## src/rtl/timer_arbiter_pkg.sv

```systemverilog
// Shared FSM encoding and default sizing for the timer arbiter.
package timer_arbiter_pkg;

   localparam int DEF_N_REQ = 4;
   localparam int DEF_CNT_W = 3;

   typedef enum logic [1:0] {
      IDLE  = 2'd0,
      CLEAR = 2'd1,
      COUNT = 2'd2,
      DONE  = 2'd3
   } state_t;

endpackage

```

## src/rtl/timer_arbiter_sat_counter.sv

```systemverilog
// Saturating up-counter with synchronous clear and count enable.
module sat_counter
   import timer_arbiter_pkg::*;
#(
   parameter int W = DEF_CNT_W
) (
   input  logic         clock,
   input  logic         clear_n,
   input  logic         clr,
   input  logic         en,
   output logic [W-1:0] count
);

   always_ff @(posedge clock or negedge clear_n) begin
      if (!clear_n)
         count <= '0;
      else if (clr)
         count <= '0;
      else if (en && (count != {W{1'b1}}))
         count <= count + W'(1);
   end

endmodule

```

## src/rtl/timer_arbiter.sv

```systemverilog
// Round-robin arbiter lending one shared delay counter to N_REQ requesters;
// the owner gets a done pulse thresh+3 cycles after its grant.
module timer_arbiter
   import timer_arbiter_pkg::*;
#(
   parameter int N_REQ = DEF_N_REQ,
   parameter int CNT_W = DEF_CNT_W
) (
   input  logic             clock,
   input  logic             clear_n,
   input  logic [N_REQ-1:0] req,
   input  logic [CNT_W-1:0] thresh,
   output logic [N_REQ-1:0] grant,
   output logic             busy,
   output logic [N_REQ-1:0] done,
   output logic [CNT_W-1:0] count
);

   localparam int IDX_W = (N_REQ > 1) ? $clog2(N_REQ) : 1;

   state_t           state, state_nx;
   logic [IDX_W-1:0] ptr, owner, win, cand, owner_inc;
   logic [CNT_W-1:0] thresh_q;
   logic             any_req, found, own_req, at_thresh;
   logic             cnt_clr, cnt_en;

   assign any_req   = |req;
   assign own_req   = req[owner];
   assign at_thresh = (count == thresh_q);
   assign owner_inc = IDX_W'((int'(owner) + 1) % N_REQ);

   // First requester at or after ptr, walking the ring.
   always_comb begin
      win   = '0;
      cand  = '0;
      found = 1'b0;
      for (int k = 0; k < N_REQ; k++) begin
         cand = IDX_W'((int'(ptr) + k) % N_REQ);
         if (!found && req[cand]) begin
            found = 1'b1;
            win   = cand;
         end
      end
   end

   always_ff @(posedge clock or negedge clear_n) begin
      if (!clear_n)
         state <= IDLE;
      else
         state <= state_nx;
   end

   always_comb begin
      state_nx = state;
      case (state)
         IDLE:    if (any_req) state_nx = CLEAR;
         CLEAR:   state_nx = own_req ? COUNT : IDLE;
         COUNT:   if (!own_req)      state_nx = IDLE;
                  else if (at_thresh) state_nx = DONE;
         DONE:    state_nx = IDLE;
         default: state_nx = IDLE;
      endcase
   end

   // Owner and threshold are frozen for the whole grant; ptr moves past the
   // owner on every exit from a granted state, including aborts.
   always_ff @(posedge clock or negedge clear_n) begin
      if (!clear_n) begin
         owner    <= '0;
         ptr      <= '0;
         thresh_q <= '0;
      end else if (state == IDLE) begin
         if (any_req) begin
            owner    <= win;
            thresh_q <= thresh;
         end
      end else if (state_nx != state) begin
         ptr <= owner_inc;
      end
   end

   always_comb begin
      grant   = '0;
      done    = '0;
      cnt_clr = 1'b0;
      cnt_en  = 1'b0;
      case (state)
         CLEAR: begin
            grant[owner] = 1'b1;
            cnt_clr      = 1'b1;
         end
         COUNT: begin
            grant[owner] = 1'b1;
            cnt_en       = 1'b1;
         end
         DONE: begin
            grant[owner] = 1'b1;
            done[owner]  = 1'b1;
         end
         default: ;
      endcase
   end

   assign busy = |grant;

   sat_counter #(.W(CNT_W)) u_cnt (
      .clock   (clock),
      .clear_n (clear_n),
      .clr     (cnt_clr),
      .en      (cnt_en),
      .count   (count)
   );

endmodule
```

## config.mk

```make
export PLATFORM = sky130hd
export DESIGN_NAME = timer_arbiter
export DESIGN_NICKNAME = d
export VERILOG_FILES = /design/src/rtl/timer_arbiter_pkg.sv /design/src/rtl/timer_arbiter_sat_counter.sv /design/src/rtl/timer_arbiter.sv
export SDC_FILE = /design/constraint.sdc
export NUM_CORES = 1
export LEC_CHECK = 0
export ABC_CLOCK_PERIOD_IN_PS = 1700
export BUFFER_PORTS_ARGS = -buffer_cell sky130_fd_sc_hd__buf_2
export CORE_MARGIN = 3
export CORE_UTILIZATION = 50
export CTS_CLUSTER_SIZE = 12
export DETAILED_ROUTE_END_ITERATION = 12
export PLACE_DENSITY = 0.75
export SLEW_MARGIN = 0
export SYNTH_ARGS = -nofsm -noshare
export SYNTH_HDL_FRONTEND = slang
export SYNTH_SLANG_ARGS = --single-unit
```

## constraint.sdc

```tcl
create_clock -name clock -period 1.7 [get_ports clock]
set_input_delay 0.17 -clock clock [delete_from_list [all_inputs] [get_ports clock]]
set_output_delay 0.17 -clock clock [all_outputs]
set_load 0.02 [all_outputs]
```

==> reports/metrics.yaml <==
insertedDiodeCount: 0
use_met3_pct: 3.52
cts_tree: "done"
synth-xor-area-share_pct: 4.35
cp.required_ns: 1.53
coreArea_mm2: 0.00140
ys_ff_latch: 12
cts_buffers: 3
violations: "setup timing"
dp.cells: 111
wl_per_cell_um: 15.3
syn_area_um2: 806
synth_top_family_by_area: "simple AND/OR/NAND/NOR gates"
tns_ns: -0.428
max-slew-margin-rel_pct: 74.3
synth_edf_count: 0
max_slew.worst_pin.slew_ns: 0.375
async_flop_share_pct: 100
outcome: "finished with violations"
grtUsageMet1_pct: 24.9
vias: 688
synthSimpleGateAreaFrac_pct: 22.5
synthFlopType: "dfrtp_1"
cts_root_buf: "clkbuf_4"
insertion_delay_ns: 0.26
yosysMostFrequentCell: "dfrtp_1"
synth_compound_area_share_pct: 9.63
ys_top_cells_by_count: "dfrtp_1, nor2b_1, ha_1"
whs_ns: 0.134
vias_per_cell: 5.69
cap_violations: 0
clockBufferDepth: 2
drv_slew: 0
power_density_mw_per_mm2: 1960
synth_top_area_share_pct: 37.3
antenna_found_initial: 0
path_class: "register to primary output"
die_w_um: 46.1
grt_max_degree: 13
synth_cell_types: 31
place.port_buffers: 20
wirelength_um: 1850
synth-seq-area-share_pct: 37.3
drt_first_iter_violations: 16
fmax_mhz: 526
setup_violations: 3
nets: 122
p_leak_nw: 0.544
hold_class: "input pin to register"
dp_hpwl_um: 1160
overflow: 0
grt-busiest-layer: "met2"
fin_worst_skew_ns: 0.00410
routabilityCongestion: 0.797
drive_gt1_share_pct: 47.2
synth_adder_area_share_pct: 9.32
cts.sinks: 12
area_growth_pct: 33.4
synth_top_cell_by_area: "dfrtp_1"
dieArea_mm2: 0.00213
met2_usage_pct: 32.7
grt_pass1_vias: 618
initial_core_util_pct: 57.6
crit_arrival_ns: 1.73
path_max_fanout: 4
period_minus_slack_ns: 1.90
yosysWarnings: 0
path_clk_slew_ns: 0.08
hold_viol_final: 0
antenna_left: 0
rsz0062_at_grt: "yes"
fin_cells: 121
drc_errors: 0
grt_pass1_wl_um: 2880
ioPinCount: 21
syn_area_per_cell_um2: 10.6
rows: 13
netlist_top_cells_area: "dfrtp_1, ha_1, nor2b_1"
setup_slack_ns: -0.201
fin_crit_sh_pct: 112
synth_mux_area_share_pct: 14.4
die_h_um: 46.1
crit_path_start_kind: "register"
dp_slack_ns: 0.0186
crit_path_end_kind: "primary output"
syn_inst: 76
cts.htree.levels: 1
syn_nets: 91
drtPass1Iterations: 4
grt_usage_pct: 19.3
peakVddDrop_mv: 1.05
## path summary, 6_finish.rpt
kind | start | endpoint | slack (ns) | cells after the start
max in group asynchronous | clear_n | owner[0]$_DFFE_PN0P_ | 1.16 | 2
worst max-delay path | owner[0]$_DFFE_PN0P_ | busy | -0.20 | 5
worst min-delay path | thresh[2] | thresh_q[2]$_DFFE_PN0P_ | 0.13 | 2
worst min register to register | thresh_q[2]$_DFFE_PN0P_ | thresh_q[2]$_DFFE_PN0P_ | 0.54 | 1
min in group asynchronous | clear_n | owner[1]$_DFFE_PN0P_ | 0.31 | 2
worst max register to register | owner[0]$_DFFE_PN0P_ | ptr[0]$_DFFE_PN0P_ | -0.11 | 6
## layer usage
metal,vias to the layer above,wire length (um),part of all wire (%)
met4,0,11,0.59
met5,-,0,0
met2,18,934,50
met3,2,89,4.8
li1,329,-,-
met1,339,814,44
## where the power goes
| part | switching (mW) | leakage (nW) | internal [mW] |
|---|---|---|---|
| combinational | 0.614 | 0.377 | 0.689 |
| sequential | 0.154 | 0.146 | 0.424 |
| clock | 0.0926 | 0.0210 | 0.130 |
## sequential cells by signal, indices dropped and copies added (netlist names)
register	count
owner	2
ptr	2
state	2
thresh_q	3
u_cnt.count	3
## cells by family (layout without fill, tap and decap cells)
family,Yosys count,after routing
simple gates,28,28
compound gates,12,12
flops,12,12
mux,9,9
fa+ha+maj,6,6
buf+inv,5,35
xor+xnor,4,4
## layout by cell type (no fill, tap or decap), drive strengths merged, types with 2 or more instances in the layout
cell type	instances
clkbuf	4
ha	6
nor2	5
buf	27
nand2b	2
mux2	5
and3	4
nor2b	8
mux2i	3
inv	3
a21oi	4
o21ai	4
xnor2	3
dfrtp	12
nand2	3
## worst max-delay path, stage by stage (launching register included)
cell	delay (ns)
dfrtp_2	0.44
buf_6	0.13
ha_4	0.14
nor2b_4	0.12
or4_4	0.48
buf_6	0.15
## timing repair
item,in CTS,in global routing
hold endpoints to repair,12,0
endpoints found under the setup margin,1,3
setup buffers,3,2
hold buffers,1,0
resized for setup,10,7
pin swaps,2,1
## through the flow
| stage | util, % | area [um^2] | total power [mW] |
|---|---|---|---|
| after floorplan | - | 806 | 1.33 |
| after global placement | 66.5 | 931 | 1.58 |
| after detailed placement | 66.5 | 931 | 1.59 |
| after CTS | 73.6 | 1030 | 1.97 |
| after global routing | 76.8 | 1070 | 2.27 |
| final | 76.8 | 1070 | 2.10 |
## cell type report
cell class,instances,area (um^2)
inverter,3,11.3
clock buffer,4,36.3
timing repair buffer,28,176
sequential,12,303
multi-input combinational,59,529
tap,15,18.8
fill,93,324
Note: power is estimated with default switching activity, not from simulation.
